$ cat config.mk
export PLATFORM = sky130hd
export DESIGN_NAME = uart_fifo_core
export DESIGN_NICKNAME = d
export VERILOG_FILES = /design/src/rtl/uart_fifo_core.sv
export SDC_FILE = /design/constraint.sdc
export NUM_CORES = 1
export LEC_CHECK = 0
export BUFFER_PORTS_ARGS = -buffer_cell sky130_fd_sc_hd__buf_4
export CAP_MARGIN = 20
export CORE_MARGIN = 2
export CORE_UTILIZATION = 40
export CTS_BUF_LIST = sky130_fd_sc_hd__clkbuf_2
export DETAILED_ROUTE_END_ITERATION = 10
export SLEW_MARGIN = 10
export SYNTH_ARGS = -nofsm -noshare
export SYNTH_HDL_FRONTEND = slang
export SYNTH_HIERARCHICAL = 1
export SYNTH_SLANG_ARGS = --single-unit
export TNS_END_PERCENT = 30
$ cat constraint.sdc
create_clock -name clk_i -period 3.79 [get_ports clk_i]
set_clock_uncertainty 0.2 [all_clocks]
set_input_delay 0.1895 -clock clk_i [delete_from_list [all_inputs] [get_ports clk_i]]
set_output_delay 0.1895 -clock clk_i [all_outputs]
set_load 0.02 [all_outputs]
$ cat src/rtl/uart_fifo_core.sv
// uart_fifo_core: memory-mapped 8N1 UART with TX/RX FIFOs and a level interrupt.
// Bus accesses are granted combinationally and answered one cycle after the grant.

module uart_fifo_core_fifo #(
  parameter int DEPTH = 16,
  parameter int WIDTH = 8
) (
  input  logic             clk_i,
  input  logic             rst_i,
  input  logic             push,
  input  logic [WIDTH-1:0] push_data,
  input  logic             pop,
  output logic [WIDTH-1:0] head,
  output logic             full,
  output logic             empty
);
  localparam int AW = $clog2(DEPTH);

  logic [WIDTH-1:0] mem [DEPTH];
  logic [AW-1:0]    wr_ptr;
  logic [AW-1:0]    rd_ptr;
  logic [AW:0]      count;
  logic             do_push;
  logic             do_pop;

  assign empty   = (count == '0);
  assign full    = (count == (AW+1)'(DEPTH));
  assign do_pop  = pop && !empty;
  // A pop in the same cycle frees a slot, so a push into a full FIFO still lands.
  assign do_push = push && (!full || do_pop);
  assign head    = mem[rd_ptr];

  always_ff @(posedge clk_i or posedge rst_i) begin
    if (rst_i) begin
      wr_ptr <= '0;
      rd_ptr <= '0;
      count  <= '0;
    end else begin
      if (do_push) wr_ptr <= wr_ptr + 1'b1;
      if (do_pop)  rd_ptr <= rd_ptr + 1'b1;
      case ({do_push, do_pop})
        2'b10:   count <= count + 1'b1;
        2'b01:   count <= count - 1'b1;
        default: count <= count;
      endcase
    end
  end

  always_ff @(posedge clk_i) begin
    if (do_push) mem[wr_ptr] <= push_data;
  end
endmodule

// state    | meaning (TX and RX machines share the encoding)
// ST_IDLE  | line idle; TX waits for FIFO data, RX waits for a falling edge
// ST_START | start bit; RX re-samples at half a bit to reject glitches
// ST_DATA  | eight data bits, LSB first
// ST_STOP  | stop bit; TX may chain straight into the next frame
module uart_fifo_core #(
  parameter int unsigned CLK_FREQ   = 25_000_000,
  parameter int unsigned BAUD_RATE  = 57600,
  parameter int unsigned FIFO_DEPTH = 16,
  parameter logic [31:0] BASE_ADDR  = 32'h1000_0000
) (
  input  logic        clk_i,
  input  logic        rst_i,
  input  logic        req_i,
  input  logic        we_i,
  input  logic [31:0] addr_i,
  input  logic [31:0] wdata_i,
  output logic        gnt_o,
  output logic        rvalid_o,
  output logic [31:0] rdata_o,
  input  logic        rx_i,
  output logic        tx_o,
  output logic        irq_o
);
  localparam logic [15:0] DIV_RST    = 16'(CLK_FREQ / BAUD_RATE);
  localparam logic [15:0] DIV_MIN    = 16'd16;
  localparam logic [1:0]  REG_TXDATA = 2'd0;
  localparam logic [1:0]  REG_RXDATA = 2'd1;
  localparam logic [1:0]  REG_STATUS = 2'd2;
  localparam logic [1:0]  REG_CTRL   = 2'd3;

  typedef enum logic [1:0] {ST_IDLE, ST_START, ST_DATA, ST_STOP} uart_state_t;

  logic [15:0] divisor;
  logic        rx_irq_en;
  logic        tx_irq_en;
  logic        rx_overrun;
  logic        frame_err;

  logic        tx_push, tx_pop, tx_full, tx_empty;
  logic [7:0]  tx_head;
  logic        rx_push, rx_pop, rx_full, rx_empty;
  logic [7:0]  rx_head;

  logic [1:0]  reg_sel;
  logic        wr_en, rd_en;
  logic [31:0] rd_mux;

  uart_state_t tx_state;
  logic [15:0] tx_div, tx_timer;
  logic [7:0]  tx_shift;
  logic [2:0]  tx_bit;
  logic        tx_tc, tx_busy;

  uart_state_t rx_state;
  logic [15:0] rx_div, rx_timer;
  logic [7:0]  rx_shift;
  logic [2:0]  rx_bit;
  logic        rx_tc;
  logic        rx_meta, rx_sync, rx_prev, rx_fall;
  logic        rx_stop_tc, rx_byte_ok, overrun_set, frame_err_set;

  logic        unused_bits;
  assign unused_bits = ^{addr_i[31:4], addr_i[1:0], wdata_i[31:18], BASE_ADDR};

  uart_fifo_core_fifo #(.DEPTH(FIFO_DEPTH), .WIDTH(8)) u_tx_fifo (
    .clk_i(clk_i), .rst_i(rst_i), .push(tx_push), .push_data(wdata_i[7:0]),
    .pop(tx_pop), .head(tx_head), .full(tx_full), .empty(tx_empty)
  );

  uart_fifo_core_fifo #(.DEPTH(FIFO_DEPTH), .WIDTH(8)) u_rx_fifo (
    .clk_i(clk_i), .rst_i(rst_i), .push(rx_push), .push_data(rx_shift),
    .pop(rx_pop), .head(rx_head), .full(rx_full), .empty(rx_empty)
  );

  assign reg_sel = addr_i[3:2];
  assign gnt_o   = req_i && !(we_i && (reg_sel == REG_TXDATA) && tx_full);
  assign wr_en   = gnt_o && we_i;
  assign rd_en   = gnt_o && !we_i;
  assign tx_push = wr_en && (reg_sel == REG_TXDATA);
  assign rx_pop  = rd_en && (reg_sel == REG_RXDATA);

  always_comb begin
    rd_mux = '0;
    case (reg_sel)
      REG_RXDATA: rd_mux = rx_empty ? 32'h8000_0000 : {24'h0, rx_head};
      REG_STATUS: rd_mux = {25'h0, frame_err, tx_busy, rx_overrun,
                            rx_empty, rx_full, tx_empty, tx_full};
      REG_CTRL:   rd_mux = {14'h0, tx_irq_en, rx_irq_en, divisor};
      default:    rd_mux = '0;
    endcase
  end

  always_ff @(posedge clk_i or posedge rst_i) begin
    if (rst_i) begin
      rvalid_o <= 1'b0;
      rdata_o  <= '0;
    end else begin
      rvalid_o <= gnt_o;
      rdata_o  <= rd_en ? rd_mux : '0;
    end
  end

  // Configuration, sticky flags and the registered interrupt.
  always_ff @(posedge clk_i or posedge rst_i) begin
    if (rst_i) begin
      divisor    <= DIV_RST;
      rx_irq_en  <= 1'b0;
      tx_irq_en  <= 1'b0;
      rx_overrun <= 1'b0;
      frame_err  <= 1'b0;
      irq_o      <= 1'b0;
    end else begin
      if (wr_en && (reg_sel == REG_CTRL)) begin
        divisor   <= (wdata_i[15:0] < DIV_MIN) ? DIV_MIN : wdata_i[15:0];
        rx_irq_en <= wdata_i[16];
        tx_irq_en <= wdata_i[17];
      end
      if (wr_en && (reg_sel == REG_STATUS) && wdata_i[4]) rx_overrun <= 1'b0;
      if (wr_en && (reg_sel == REG_STATUS) && wdata_i[6]) frame_err  <= 1'b0;
      if (overrun_set)   rx_overrun <= 1'b1;
      if (frame_err_set) frame_err  <= 1'b1;
      irq_o <= (rx_irq_en && !rx_empty) || (tx_irq_en && tx_empty) || rx_overrun || frame_err;
    end
  end

  assign tx_tc   = (tx_timer == '0);
  assign tx_busy = (tx_state != ST_IDLE);
  assign tx_pop  = !tx_empty && ((tx_state == ST_IDLE) || ((tx_state == ST_STOP) && tx_tc));

  always_ff @(posedge clk_i or posedge rst_i) begin
    if (rst_i) begin
      tx_state <= ST_IDLE;
      tx_o     <= 1'b1;
      tx_div   <= DIV_RST;
      tx_timer <= '0;
      tx_shift <= '0;
      tx_bit   <= '0;
    end else begin
      case (tx_state)
        ST_IDLE: begin
          if (!tx_empty) begin
            tx_state <= ST_START;
            tx_o     <= 1'b0;
            tx_shift <= tx_head;
            tx_div   <= divisor;
            tx_timer <= divisor - 1'b1;
          end
        end
        ST_START: begin
          if (tx_tc) begin
            tx_state <= ST_DATA;
            tx_o     <= tx_shift[0];
            tx_shift <= {1'b0, tx_shift[7:1]};
            tx_bit   <= '0;
            tx_timer <= tx_div - 1'b1;
          end else begin
            tx_timer <= tx_timer - 1'b1;
          end
        end
        ST_DATA: begin
          if (tx_tc) begin
            tx_timer <= tx_div - 1'b1;
            if (tx_bit == 3'd7) begin
              tx_state <= ST_STOP;
              tx_o     <= 1'b1;
            end else begin
              tx_o     <= tx_shift[0];
              tx_shift <= {1'b0, tx_shift[7:1]};
              tx_bit   <= tx_bit + 1'b1;
            end
          end else begin
            tx_timer <= tx_timer - 1'b1;
          end
        end
        ST_STOP: begin
          // Chain directly into the next start bit when more data is queued.
          if (tx_tc) begin
            if (!tx_empty) begin
              tx_state <= ST_START;
              tx_o     <= 1'b0;
              tx_shift <= tx_head;
              tx_div   <= divisor;
              tx_timer <= divisor - 1'b1;
            end else begin
              tx_state <= ST_IDLE;
            end
          end else begin
            tx_timer <= tx_timer - 1'b1;
          end
        end
        default: tx_state <= ST_IDLE;
      endcase
    end
  end

  // Synchroniser resets low so a line already low at reset release never looks like an edge.
  always_ff @(posedge clk_i or posedge rst_i) begin
    if (rst_i) begin
      rx_meta <= 1'b0;
      rx_sync <= 1'b0;
      rx_prev <= 1'b0;
    end else begin
      rx_meta <= rx_i;
      rx_sync <= rx_meta;
      rx_prev <= rx_sync;
    end
  end

  assign rx_fall       = rx_prev && !rx_sync;
  assign rx_tc         = (rx_timer == '0);
  assign rx_stop_tc    = (rx_state == ST_STOP) && rx_tc;
  assign rx_byte_ok    = rx_stop_tc && rx_sync;
  assign rx_push       = rx_byte_ok && (!rx_full || rx_pop);
  assign overrun_set   = rx_byte_ok && rx_full && !rx_pop;
  assign frame_err_set = rx_stop_tc && !rx_sync;

  always_ff @(posedge clk_i or posedge rst_i) begin
    if (rst_i) begin
      rx_state <= ST_IDLE;
      rx_div   <= DIV_RST;
      rx_timer <= '0;
      rx_shift <= '0;
      rx_bit   <= '0;
    end else begin
      case (rx_state)
        ST_IDLE: begin
          if (rx_fall) begin
            rx_state <= ST_START;
            rx_div   <= divisor;
            rx_timer <= (divisor >> 1) - 1'b1;
          end
        end
        ST_START: begin
          if (rx_tc) begin
            if (rx_sync) begin
              rx_state <= ST_IDLE;
            end else begin
              rx_state <= ST_DATA;
              rx_timer <= rx_div - 1'b1;
              rx_bit   <= '0;
            end
          end else begin
            rx_timer <= rx_timer - 1'b1;
          end
        end
        ST_DATA: begin
          if (rx_tc) begin
            rx_shift <= {rx_sync, rx_shift[7:1]};
            rx_timer <= rx_div - 1'b1;
            if (rx_bit == 3'd7) rx_state <= ST_STOP;
            else                rx_bit   <= rx_bit + 1'b1;
          end else begin
            rx_timer <= rx_timer - 1'b1;
          end
        end
        ST_STOP: begin
          if (rx_tc) rx_state <= ST_IDLE;
          else       rx_timer <= rx_timer - 1'b1;
        end
        default: rx_state <= ST_IDLE;
      endcase
    end
  end
endmodule

==> impl_metrics.toml <==
[logic_synthesis]
synthTopCellsByArea = "edfxtp_1, dfrtp_1, mux4_2, mux4_1, mux2_2"
postSynthCellCount = 1450
ys.flop_type = "edfxtp_1"
syn_area_um2 = 19800
syn_avg_cell_area_um2 = 13.6
yosys_warnings = 6
yosys.area.top_type = "edfxtp_1"
ys_ff_latch = 417
synth-async-reset-ratio_pct = 38.6
ys_seq_area_share_pct = 59.3
yosysUniqueCellTypes = 85
synth_top_area_share_pct = 38.9
synth_edf_count = 256

[drt]
drc = 0
drtIter0Drc = 923
wl_per_cell_um = 19.7
finalWirelength_um = 47200
detail_route.vias_per_cell = 5.36
vias = 12900
dr.pass1.iters = 5
ant_nets = 0

[final_layout]
finalCoreUtilization_pct = 46.3
final_cell_mix = "edfxtp_1, dfrtp_1, clkbuf_2"
nets = 1743
drive_above_1_share_pct = 21.9
n_fill_cell = 4416
mostFrequentLayoutCell = "edfxtp_1"
area_delta_synth_final_pct = 14.3

[worst_setup_path]
worst_ep_arrival_time_ps = 4070
r2r-start = "u_tx_fifo/count[1]"
critical_path_required_ps = 4330
path_class = "flop to flop"
crit_path_max_incr_delay_ps = 530
critPathLaunchType = "flop"
crit_slowest_cell = "a31oi_1"
reg2reg_slack_ps = 270
rr_worst_depth = 9
cpMostUsedCell = "and3_1"
reg2reg_to = "u_tx_fifo/mem[13][4]"
end_kind = "flop"
critPathMaxFanout = 17
cp_cell_sequence = "nor4_4 -> nand2_1 -> inv_1 -> a31oi_1 -> and3_1 -> buf_4 -> o21a_1 -> and3_1 -> and2_1"

[die]
die-area_um2 = 51300
die_h_um = 226
core_area_um2 = 48800
io-pin-count = 105
rows = 81
dieWidth_um = 226
start_util_pct = 40.5

[power_and_ir_drop]
p_leak_nw = 8.74
ir_worst_vdd_uv = 261
p_per_area_nw_per_um2 = 675

[global_routing]
grt_pass1_vias = 12900
grt.overflow.total = 0
grt_start_max_net_pins = 97
grt_usage_pct = 18.9
grt_pass1_wl_um = 73200
antenna_found_initial = 6

[run]
drv_cap = 0

[worst_hold_path]
hold_depth = 0
hold_class = "flop to flop"
hp-start = "rx_meta"
min_to = "rx_sync"

[clock_tree]
cts_setup_buffers = 0
clockRootBuffer = "clkbuf_2"
clock_latency_ps = 1190
cts_made_buffers = 106
cts_buffer_depth = 3
cts.sinks = 417
clkTransAtPathRegs_ps = 120
cts_tree = "done"
htree_num_levels = 3

[run_status]
status = "finished, final reports clean"

[sta]
final_hold_viol_count = 0
setup_viol = 0
max_freq_ghz = 0.284
final.setup.tns_ps = 0
final_max_slew_viol_count = 0
rsz0062_at_grt = "no"
period_share_pct = 92.9
worst_pin_slew_ps = 963
timing.final.crit_period_ps = 3520
slew_headroom_pct = 35.6

[placed_design]
dp_hpwl_um = 30300
gp_congestion = 0.833
io_buffers = 47
-- layer usage --
layer	GRT usage (%)	wire, µm	vias up
met5	0	24	-
met4	6.64	860	4
met3	3.81	2320	74
met2	30.8	23200	336
met1	25.1	20900	6504
li1	-	-	5947
-- critical path, delay by kind of cell, from the launching register on --
kind | cells | cell delay [ps]
compound gates | 2 | 790
flops | 1 | 520
simple gates | 5 | 1250
buf+inv | 2 | 310
-- area by class of cell --
class | count | area (µm²) | area share [%]
antenna | 6 | 15.0 | 0.0664
clock buffer | 143 | 716 | 3.16
multi-input combinational | 909 | 7480 | 33.1
timing repair buffer | 151 | 1330 | 5.86
sequential | 417 | 11700 | 51.9
clock inverter | 58 | 320 | 1.42
inverter | 50 | 191 | 0.846
tap | 664 | 831 | 3.67
-- where the power goes --
part	leakage [nW]	switching [W]	internal (W)
clock	0.750	0.00196	0.00123
combinational	3.66	0.00302	0.00268
sequential	4.33	0.000940	0.00544
total	8.74	0.00592	0.00935
-- cells by family (layout without fill, tap and decap cells) --
| group | Yosys count | after routing | synth area share, % |
|---|---|---|---|
| XOR/XNOR | 88 | 88 | 3.90 |
| other | 1 | 19 | 0.0190 |
| multiplexers | 134 | 134 | 12.2 |
| AO/OA/AOI/OAI | 240 | 240 | 8.11 |
| adder cells (fa/ha/maj) | 39 | 39 | 2.54 |
| AND/OR/NAND/NOR | 395 | 395 | 10.6 |
| flip-flops | 417 | 417 | 59.3 |
| buffers and inverters | 136 | 402 | 3.23 |
-- metrics by stage --
stage	worst slack (ps)	instances	hold slack [ps]	cell area [µm²]	power, W
finish	268	2398	172	22600	0.0153
global route	64.6	2396	172	22600	0.0163
CTS	277	2392	172	22600	0.0154
detailed placement	324	2124	44.3	20900	0.0121
global placement	387	2124	52.0	20900	0.0119
floorplan	19.9	1462	-134	19800	0.0106
-- cells in the mapped netlist, drive strengths merged, types with 3 or more instances --
cell / n
a211oi: 11
a21o: 7
a21oi: 57
a221oi: 5
a22o: 12
a22oi: 26
a31oi: 9
a32o: 3
and2: 34
and3: 21
buf: 36
clkbuf: 50
dfrtp: 145
dfstp: 16
edfxtp: 256
ha: 37
inv: 49
mux2: 48
mux2i: 14
mux4: 72
nand2: 93
nand2b: 12
nand3: 29
nand3b: 7
nand4: 17
nor2: 96
nor2b: 7
nor3: 20
nor3b: 6
nor4: 29
o211ai: 10
o21a: 3
o21ai: 46
o221ai: 5
o22a: 3
o22ai: 14
o2bb2ai: 4
o31ai: 8
or3: 8
or4: 9
xnor2: 53
xor2: 35
-- how the worst max path moves through the flow --
| stage | start | to | slack [ps] |
|---|---|---|---|
| final | u_tx_fifo/count[1] | u_tx_fifo/mem[13][4] | 270 |
| after global routing | u_tx_fifo/count[1] | u_tx_fifo/mem[14][4] | 60 |
| after CTS | tx_timer[0] | u_tx_fifo/mem[11][5] | 280 |
| after detailed placement | tx_timer[0] | u_tx_fifo/count[3] | 320 |
| after global placement | tx_timer[0] | u_tx_fifo/count[3] | 390 |
| after floorplan | tx_timer[0] | u_tx_fifo/count[3] | 20 |
-- what timing repair did --
action | 4_1_cts | 5_1_grt
hold buffers | 67 | 0
hold endpoints to repair | 444 | 0
setup endpoints to repair | 0 | 22
gates resized for setup | 0 | 3
-- state kept, by name, indices dropped and copies added (netlist names), 2 cells and up, named ones only --
name              flops
tx_state              2
rx_div               16
rx_timer             16
u_rx_fifo/rd_ptr      4
rx_bit                3
tx_shift              8
u_rx_fifo/mem       128
tx_bit                3
u_rx_fifo/wr_ptr      4
u_tx_fifo/count       5
u_tx_fifo/wr_ptr      4
rx_shift              8
rdata_o              19
tx_div               16
divisor              16
u_rx_fifo/count       5
u_tx_fifo/mem       128
tx_timer             16
u_tx_fifo/rd_ptr      4
Power figures use the tool's default switching activity.
